`src/rtl/pu_alu_issue.sv`:
```
// pu_alu_issue: operand issue stage in front of the processing-unit ALU.
// Accepts decoded instructions, reads both sources from the register file,
// stalls on read-after-write / write-after-write hazards tracked by a
// pending-write scoreboard, and buffers up to two resolved operand bundles.
// The head bundle drives the ex_* outputs.
//
// Optional feature: define PU_ALU_ISSUE_FWD_EN to bypass same-cycle
// writeback data into the captured source operands.

`ifndef PU_WIDTH_NBITS
`define PU_WIDTH_NBITS 16
`endif

module pu_alu_issue #(
   parameter int IN_WIDTH = `PU_WIDTH_NBITS,
   parameter int RF_WIDTH = 32
) (
   input  logic                clk,
   input  logic                rst,
   input  logic                flush,
   input  logic                dec_valid,
   output logic                dec_ready,
   input  logic [4:0]          dec_rs1_idx,
   input  logic [4:0]          dec_rs2_idx,
   input  logic [4:0]          dec_rd_idx,
   input  logic                dec_use_imm,
   input  logic [IN_WIDTH-1:0] dec_imm,
   input  logic [2:0]          dec_funct3,
   input  logic [4:0]          dec_funct5,
   output logic [4:0]          rf_rs1_addr,
   output logic [4:0]          rf_rs2_addr,
   input  logic [RF_WIDTH-1:0] rf_rs1_data,
   input  logic [RF_WIDTH-1:0] rf_rs2_data,
   input  logic                wb_valid,
   input  logic [4:0]          wb_rd,
   input  logic [RF_WIDTH-1:0] wb_data,
   output logic                ex_valid,
   input  logic                ex_ready,
   output logic [RF_WIDTH-1:0] ex_rs1,
   output logic [RF_WIDTH-1:0] ex_rs2,
   output logic [IN_WIDTH-1:0] ex_imm,
   output logic                ex_use_imm,
   output logic [2:0]          ex_funct3,
   output logic [4:0]          ex_funct5,
   output logic [4:0]          ex_rd
);

   typedef struct packed {
      logic [RF_WIDTH-1:0] rs1;
      logic [RF_WIDTH-1:0] rs2;
      logic [IN_WIDTH-1:0] imm;
      logic                use_imm;
      logic [2:0]          funct3;
      logic [4:0]          funct5;
      logic [4:0]          rd;
   } bundle_t;

   // Two-entry bundle buffer; payload is not reset, occupancy is.
   bundle_t     buf_mem [0:1];
   logic        rd_ptr;
   logic        wr_ptr;
   logic [1:0]  count;
   logic [31:0] pending;
   logic [31:0] pending_nxt;

   logic        fwd_rs1;
   logic        fwd_rs2;
   logic        hz_rs1;
   logic        hz_rs2;
   logic        hz_rd;
   logic        hz;
   logic        dec_fire;
   logic        ex_fire;
   logic        push;
   logic        pop;
   bundle_t     cap;
   bundle_t     head;

`ifdef PU_ALU_ISSUE_FWD_EN
   // A source matching the writeback in flight takes the writeback data and
   // no longer needs to wait for its pending bit to drop.
   assign fwd_rs1 = wb_valid && (wb_rd == dec_rs1_idx);
   assign fwd_rs2 = wb_valid && (wb_rd == dec_rs2_idx);

   function automatic logic [RF_WIDTH-1:0] sel_operand(
      input logic [4:0]          idx,
      input logic                fwd,
      input logic [RF_WIDTH-1:0] rf_data,
      input logic [RF_WIDTH-1:0] byp_data
   );
      logic [RF_WIDTH-1:0] v;
      if (idx == 5'd0)
         v = '0;
      else if (fwd)
         v = byp_data;
      else
         v = rf_data;
      return v;
   endfunction
`else
   // Without bypass the writeback data is only consumed by the register file.
   assign fwd_rs1 = 1'b0;
   assign fwd_rs2 = 1'b0;

   logic unused_wb_data;
   assign unused_wb_data = ^wb_data;

   function automatic logic [RF_WIDTH-1:0] sel_operand(
      input logic [4:0]          idx,
      input logic                fwd,
      input logic [RF_WIDTH-1:0] rf_data,
      input logic [RF_WIDTH-1:0] byp_data
   );
      logic [RF_WIDTH-1:0] v;
      v = (idx == 5'd0) ? '0 : rf_data;
      if (fwd)
         v = byp_data;
      return v;
   endfunction
`endif

   // Register-file read addresses follow the decode payload directly.
   assign rf_rs1_addr = dec_rs1_idx;
   assign rf_rs2_addr = dec_rs2_idx;

   // Hazard detection and both handshakes.
   always_comb begin
      hz_rs1    = (dec_rs1_idx != 5'd0) && pending[dec_rs1_idx] && !fwd_rs1;
      hz_rs2    = (dec_rs2_idx != 5'd0) && pending[dec_rs2_idx] && !fwd_rs2;
      hz_rd     = (dec_rd_idx  != 5'd0) && pending[dec_rd_idx];
      hz        = hz_rs1 || hz_rs2 || hz_rd;
      ex_valid  = (count != 2'd0) && !rst;
      ex_fire   = ex_valid && ex_ready;
      dec_ready = !rst && !flush && !hz && ((count != 2'd2) || ex_fire);
      dec_fire  = dec_valid && dec_ready;
      push      = dec_fire;
      pop       = ex_fire;
   end

   // Assemble the bundle captured this cycle.
   always_comb begin
      cap         = '0;
      cap.rs1     = sel_operand(dec_rs1_idx, fwd_rs1, rf_rs1_data, wb_data);
      cap.rs2     = sel_operand(dec_rs2_idx, fwd_rs2, rf_rs2_data, wb_data);
      cap.imm     = dec_imm;
      cap.use_imm = dec_use_imm;
      cap.funct3  = dec_funct3;
      cap.funct5  = dec_funct5;
      cap.rd      = dec_rd_idx;
   end

   // Scoreboard update: writeback clears, a same-cycle capture of the same
   // destination re-sets and wins. x0 never becomes pending.
   always_comb begin
      pending_nxt = pending;
      if (wb_valid)
         pending_nxt[wb_rd] = 1'b0;
      if (dec_fire && (dec_rd_idx != 5'd0))
         pending_nxt[dec_rd_idx] = 1'b1;
      pending_nxt[0] = 1'b0;
   end

   // Control state: occupancy, pointers and scoreboard.
   always_ff @(posedge clk) begin
      if (rst || flush) begin
         count   <= 2'd0;
         rd_ptr  <= 1'b0;
         wr_ptr  <= 1'b0;
         pending <= '0;
      end else begin
         if (push)
            wr_ptr <= ~wr_ptr;
         if (pop)
            rd_ptr <= ~rd_ptr;
         case ({push, pop})
            2'b10:   count <= count + 2'd1;
            2'b01:   count <= count - 2'd1;
            default: count <= count;
         endcase
         pending <= pending_nxt;
      end
   end

   // Bundle payload: written only on an accepted decode, never refreshed.
   always_ff @(posedge clk) begin
      if (push)
         buf_mem[wr_ptr] <= cap;
   end

   // Head bundle drives the execute port; zero whenever nothing is offered.
   always_comb begin
      head       = ex_valid ? buf_mem[rd_ptr] : '0;
      ex_rs1     = head.rs1;
      ex_rs2     = head.rs2;
      ex_imm     = head.imm;
      ex_use_imm = head.use_imm;
      ex_funct3  = head.funct3;
      ex_funct5  = head.funct5;
      ex_rd      = head.rd;
   end

endmodule

```
`config.mk`:
```
export PLATFORM = sky130hd
export DESIGN_NAME = pu_alu_issue
export DESIGN_NICKNAME = d
export VERILOG_FILES = /design/src/rtl/pu_alu_issue.sv
export SDC_FILE = /design/constraint.sdc
export NUM_CORES = 1
export LEC_CHECK = 0
export CORE_MARGIN = 4
export CORE_UTILIZATION = 45
export DETAILED_ROUTE_END_ITERATION = 7
export PLACE_DENSITY = 0.77
export SLEW_MARGIN = 10
export SYNTH_ARGS = -nofsm -noshare
export SYNTH_HDL_FRONTEND = slang
export SYNTH_SLANG_ARGS = --single-unit
```
`constraint.sdc`:
```
create_clock -name clk -period 7 [get_ports clk]
set_input_delay 1.4 -clock clk [delete_from_list [all_inputs] [get_ports clk]]
set_output_delay 1.4 -clock clk [all_outputs]
set_load 0.02 [all_outputs]
```
==> results of run 1 <==
critical path, stage by stage:
cell	delay [ns]
clkdlybuf4s50_1	0.92
mux4_2	0.62
a221oi_2	0.27
o21ai_1	0.11
a32oi_2	0.30
and3_1	0.26
clkdlybuf4s50_1	0.62
cell type report:
class                   count  area (µm²)
clock buffers              30       644.4
inverters                   4       15.01
fillers                  1681        8635
flip-flops and latches    224        6370
clock inverters            13       118.9
multi-input cells         435        3356
well taps                 280       350.3
diodes                      1       2.502
repair buffers            234        2332
synthesized netlist by cell type, drive strengths merged (2+ instances only):
master,n
nand3,9
or3,3
mux2i,109
nand2b,2
o211ai,31
clkbuf,29
nor2b,67
o31ai,31
or3b,4
buf,26
edfxtp,188
a22oi,2
and2,2
mux4,19
nor3,4
nor2,107
inv,4
dfxtp,36
nand3b,11
nand2,12
and3,2
xnor2,3
metrics by stage:
step	utilization (%)	setup slack (ns)	instance area [µm²]	power (W)	hold slack [ns]
floorplan	-	1.086	9993	0.001578	0.4559
global placement	56.93	1.128	12420	0.001676	0.5058
detailed placement	56.93	1.114	12420	0.001680	0.5182
CTS	60.42	1.101	13190	0.002893	0.5368
global route	60.42	0.9772	13190	0.002966	0.5556
finish	60.43	1.097	13190	0.002862	0.5274
sequential cells by signal, summed over array words and instances, names as in the netlist, named ones only:
| name | flops |
|---|---|
| wr_ptr | 1 |
| count | 2 |
| buf_mem | 188 |
| pending | 31 |
| rd_ptr | 1 |
cells in the final DEF, fill, tap and decap left out, types with 2 or more instances in the layout:
cell type          n
nor2b_1           67
mux4_1             4
mux4_2            15
buf_12             2
clkinv_2           2
o31ai_1           31
inv_1              4
bufinv_16          2
or3_1              3
clkdlybuf4s50_1  220
clkinv_4           3
nor2_1           104
a22oi_1            2
nand3b_1          11
buf_4             12
and2_1             2
o211ai_1          31
edfxtp_1         188
nand3_1            9
nand2_1           12
mux2i_1          109
xnor2_1            3
clkbuf_1           5
or3b_2             4
nor3_1             4
nand2b_1           2
clkbuf_16         25
dfxtp_1           35
clkinv_1           6
nor2_4             2
cells by family after synthesis:
| group | share of synthesized area, % |
|---|---|
| buffers and inverters | 3.005 |
| flip-flops | 63.72 |
| AO/OA/AOI/OAI | 5.661 |
| XOR/XNOR | 0.3507 |
| AND/OR/NAND/NOR | 11.78 |
| adder cells (fa/ha/maj) | 0.1252 |
| multiplexers | 15.35 |
power groups by stage:
stage | logic, W | clock network [W] | registers (W)
2_1_floorplan | 0.0000833 | 0 | 0.00149
3_3_place_gp | 0.000182 | 0 | 0.00149
3_5_place_dp | 0.000186 | 0 | 0.00149
4_1_cts | 0.000188 | 0.00124 | 0.00147
5_1_grt | 0.000200 | 0.00130 | 0.00147
6_report | 0.000187 | 0.00121 | 0.00147
routing by layer:
layer	vias up	part of all wire, %	track usage (%)	routed length, µm
met5	-	0.050	0	12
met4	2	2.4	5.000	582
met3	44	9.5	3.382	2299
met2	314	50	33.18	11990
met1	3235	38	24.21	9284
li1	3105	-	-	-
how the worst max path moves through the flow:
stage,startpoint,slack [ns],end
global route,dec_rs2_idx[0],0.98,dec_ready
CTS,dec_rs2_idx[0],1.10,dec_ready
global placement,dec_rs2_idx[0],1.13,dec_ready
finish,dec_rs2_idx[0],1.10,dec_ready
detailed placement,dec_rs2_idx[0],1.11,dec_ready
floorplan,dec_rs1_idx[2],1.09,buf_mem[0][0]
==> qor.yml, run 1 <==
synth:
  synth_top_cells_by_area: "edfxtp_1, mux2i_1, dfxtp_1, nor2b_1, nor2_1"
  synth_edf_count: 188
  synth_seq_cells: 224
  avgSynthCellArea_um2: 13.91
  synth_top_area_share_pct: 56.51
  yosys_warnings: 0
  synth_nets: 866
  yosys.area.top_type: "edfxtp_1"
  synthArstFlopShare_pct: 0
  synthCells: 718
  synth_area_mm2: 0.009991
  seq_area_frac_synth_pct: 63.72
  ys_types: 43
  ys.flop_type: "edfxtp_1"
layout:
  drive_gt1_share_pct: 8.191
  instances_no_fill: 1221
  nets: 1071
  area_growth_syn_to_layout_pct: 32.01
pwr:
  seqPwrFrac_pct: 51.2
  vdd_ir_drop_max_uv: 166.9
  comb_power_share_pct: 6.5
  leakage_nw: 4.186
  power.switching_w: 0.0005771
  p_sw_share_pct: 20.17
  clock_power_share_pct: 42.3
  power_density_mw_per_mm2: 217.0
  internal-power_w: 0.002285
cts:
  clock_path_buffers: 3
  cts_root_buf: "clkbuf_16"
  post_cts_buffers: 0
  cts_buffers: 24
  post_cts_resized: 0
  clkTransAtPathRegs_ns: 0.06
  clk-insertion-delay-late_ns: 0.50
  tritoncts: "built"
  ctsHoldBuffers: 0
  cts_htree_levels: 1
  clock-sinks: 224
critical_path:
  timing.rr.start: "pending[13]"
  worstSetupEndpointType: "primary output"
  crit_type: "input port to primary output"
  cp.arrival_ns: 4.50
  required_ns: 5.60
  worstSetupStartpointType: "input port"
  ff2ff_setup_slack_ns: 3.49
  cp_max_fo: 12
  r2r-end: "buf_mem[0][49]"
  reg2regPathDepth: 7
route:
  avgViaCountPerCell: 5.487
  drcViolationCount: 0
  wl_um: 24170
  antenna_left: 0
  initialDrtViolationCount: 428
  firstDrtPassIters: 5
  vias: 6700
  wl_per_cell_um: 19.80
floorplanning:
  die_area_mm2: 0.02465
  io_pins: 253
  row_count: 54
  die_w_um: 157
  die_h_um: 157
  core-area_mm2: 0.02182
  start_util_pct: 45.78
placement:
  dp_hpwl_um: 16670
  gp_congestion: 0.8856
  io_buffers: 220
  dpl.cell_count: 1177
hold_path:
  hold_path_end: "wr_ptr"
  whs_path_depth: 1
  hp-start: "wr_ptr"
  hold_class: "flip-flop to flip-flop"
sta:
  tightest_slew_ns: 0.9594
  fin_crit_sh_pct: 84.33
  finalCriticalPeriod_ns: 5.903
  rsz0062_at_grt: "no"
  final_max_slew_viol_count: 0
  clock.fmax_ghz: 0.1694
  setup_viol: 0
  slew_headroom_pct: 35.89
  fin_skew_ns: 0.008717
  tns_ns: 0
  hold_viol: 0
global_route:
  grt_pass1_vias: 6679
  grt_usage_pct: 18.87
  grt_max_degree: 50
  grt_pass1_wl_um: 36630
  antenna_found_initial: 1
  grt_overflow_total: 0
flow_run:
  maxCapViolCount: 0
outcome:
  status: "complete, no violations"
Power figures use the tool's default switching activity.
==> run 2, diff against run 1 <==
--- a/config.mk
+++ b/config.mk
@@ -6,9 +6,9 @@
 export NUM_CORES = 1
 export LEC_CHECK = 0
 export CORE_MARGIN = 4
-export CORE_UTILIZATION = 45
+export CORE_UTILIZATION = 49
 export DETAILED_ROUTE_END_ITERATION = 7
-export PLACE_DENSITY = 0.77
+export PLACE_DENSITY = 0.8
 export SLEW_MARGIN = 10
 export SYNTH_ARGS = -nofsm -noshare
 export SYNTH_HDL_FRONTEND = slang
==> constraint.sdc (replaced) <==
create_clock -name clk -period 6.1 [get_ports clk]
set_input_delay 1.22 -clock clk [delete_from_list [all_inputs] [get_ports clk]]
set_output_delay 1.22 -clock clk [all_outputs]
set_load 0.02 [all_outputs]
==> run 2 against run 1 <==
Effect of this change:
- clock power up 7%
- routed wire length up 0.23%
- non-clock buffer count up 4
- core utilization up 6.1 points
- first-iteration DRC count up 0.70%
- critical path depth unchanged
- worst setup slack worse by 0.45 ns
- cell area down 0.26%
- global-route usage up 1.8 points
- cell count down 1.1%
- power up 12%
- critical path type unchanged
- critical endpoint unchanged
==> qor.yml, run 2 (synthesized netlist as in run 1, its figures left out) <==
sta:
  finalCriticalPeriod_ns: 5.449
  clock.fmax_ghz: 0.1835
  tns_ns: 0  # unchanged
  final_max_slew_viol_count: 0  # unchanged
  rsz0062_at_grt: "no"  # unchanged
  hold_viol: 0  # unchanged
  tightest_slew_ns: 0.9355  # was 0.9594 ns
  slew_headroom_pct: 37.48  # was 35.89%
  fin_skew_ns: 0.02386  # was 0.008717 ns
  fin_crit_sh_pct: 89.33
  setup_viol: 0  # unchanged
floorplanning:
  io_pins: 253  # unchanged
  die_h_um: 150.8  # was 157 µm
  row_count: 51  # was 54
  die_area_mm2: 0.02274  # was 0.02465 mm²
  die_w_um: 150.8  # was 157 µm
  start_util_pct: 50.51  # was 45.78%
  core-area_mm2: 0.01978  # was 0.02182 mm²
global_route:
  grt_overflow_total: 0  # unchanged
  grt_usage_pct: 20.69  # was 18.87%
  antenna_found_initial: 0  # was 1
  grt_max_degree: 63  # was 50
  grt_pass1_vias: 6646  # was 6679
  grt_pass1_wl_um: 36670  # was 36630 µm
critical_path:
  path_cells: "clkdlybuf4s50_1 > mux4_1 > mux2i_1 > nor3b_1 > nor4_4 > and3_1 > clkdlybuf4s50_1"  # was clkdlybuf4s50_1 > mux4_2 > a221oi_2 > o21ai_1 > a32oi_2 > and3_1 > clkdlybuf4s50_1
  critPathMaxStageDelay_ns: 0.84  # was 0.92 ns
  worstSetupStartpointType: "input port"  # unchanged
  cp_slowest_cell: "clkdlybuf4s50_1"  # unchanged
  required_ns: 4.88  # was 5.60 ns
  crit_type: "input port to primary output"  # unchanged
  cp_max_fo: 10  # was 12
  ff2ff_setup_slack_ns: 2.90  # was 3.49 ns
  crit_path_frequent_cell: "clkdlybuf4s50_1"  # unchanged
  worstSetupEndpointType: "primary output"  # unchanged
  cp.arrival_ns: 4.23  # was 4.50 ns
cts:
  cts_buffers: 23  # was 24
  post_cts_buffers: 0  # unchanged
  clock-sinks: 224  # unchanged
  tritoncts: "built"  # unchanged
  cts_root_buf: "clkbuf_16"  # unchanged
  clk-insertion-delay-late_ns: 0.52  # was 0.50 ns
  ctsHoldBuffers: 0  # unchanged
  clock_path_buffers: 3  # unchanged
  post_cts_resized: 0  # unchanged
  clkTransAtPathRegs_ns: 0.06  # about the same
  cts_htree_levels: 1  # unchanged
layout:
  top_regs: "buf_mem x188, pending x31, count x2"  # unchanged
  regArea_mm2: 0.006370  # unchanged
  instances_no_fill: 1207  # was 1221
  drive_gt1_share_pct: 8.174  # was 8.191%
  regMostFlops: "buf_mem"  # unchanged
  final_area_mm2: 0.01316  # was 0.01319 mm²
  multi_input_area_mm2: 0.003356  # unchanged
  fillers: 1439  # was 1681
  largest_reg_flops: 188  # unchanged
  nets: 1074  # was 1071
  layout_common_cells: "clkdlybuf4s50_1, edfxtp_1, mux2i_1"  # unchanged
  final_common_cell: "clkdlybuf4s50_1"  # unchanged
  area_growth_syn_to_layout_pct: 31.67  # was 32.01%
  num_antenna_cells: 0  # was 1
placement:
  dp_hpwl_um: 16680  # was 16670 µm
  io_buffers: 220  # unchanged
  place_area_mm2: 0.01246  # was 0.01242 mm²
  dpl.cell_count: 1166  # was 1177
  gp_congestion: 0.8642  # was 0.8856
pwr:
  leakage_nw: 4.173  # was 4.186 nW
  vdd_ir_drop_max_uv: 203.5  # was 166.9 µV
  finalPower_w: 0.003201  # was 0.002862 W
  power_density_mw_per_mm2: 243.3  # was 217.0 mW/mm²
route:
  vias: 6680  # was 6700
  avgViaCountPerCell: 5.534  # was 5.487
  wl_um: 24230  # was 24170 µm
  wl_per_cell_um: 20.07  # was 19.80 µm
  initialDrtViolationCount: 431  # was 428
  drcViolationCount: 0  # unchanged
  firstDrtPassIters: 5  # unchanged
  antenna_left: 0  # unchanged
flow_run:
  maxCapViolCount: 0  # unchanged
hold_path:
  hold_class: "flip-flop to flip-flop"  # unchanged
outcome:
  status: "complete, no violations"  # unchanged
[run 2: critical path: cells and delay by family]
family                 cells  cell delay (ns)
and+or+nand+nor            3             0.74
muxes                      2             0.81
buffers and inverters      2             1.46
[run 2: final timing paths]
kind	from	to	cells after the start
worst max-delay path	dec_rd_idx[0]	dec_ready	7
worst min-delay path	wr_ptr	wr_ptr	1
worst max register to register	pending[13]	buf_mem[0][71]	7
worst min register to register	wr_ptr	wr_ptr	1
[run 2: routing by layer]
layer | track usage (%) | vias to the layer above | wire [µm]
li1 | - | 3109 | -
met4 | 5.530 | 0 | 583
met5 | 0 | - | 0
met3 | 5.476 | 40 | 2090
met2 | 36.39 | 263 | 12240
met1 | 25.31 | 3268 | 9313
[run 2: metrics by stage]
step           utilization (%)  hold slack [ns]  worst slack, ns
5_1_grt                  66.50           0.5380           0.4942
3_3_place_gp             62.99           0.4939           0.7070
2_1_floorplan                -           0.4559           0.3664
4_1_cts                  66.50           0.5175           0.6259
3_5_place_dp             62.99           0.5087           0.6354
6_report                 66.50           0.5128           0.6508
[run 2: report_power, final]
group	total [W]	switching, W	internal, W	leakage (nW)
clock	0.00130	0.000560	0.000744	0.333
combinational	0.000215	0.000101	0.000114	1.85
sequential	0.00168	0.00000457	0.00168	1.99
[run 2: layout make-up]
cell class	count	share of cell area (%)
sequential	224	48.42
multi-input combinational	435	25.51
timing repair buffer	238	18.15
clock buffer	31	4.603
tap	265	2.520
clock inverter	10	0.6848
inverter	4	0.1141
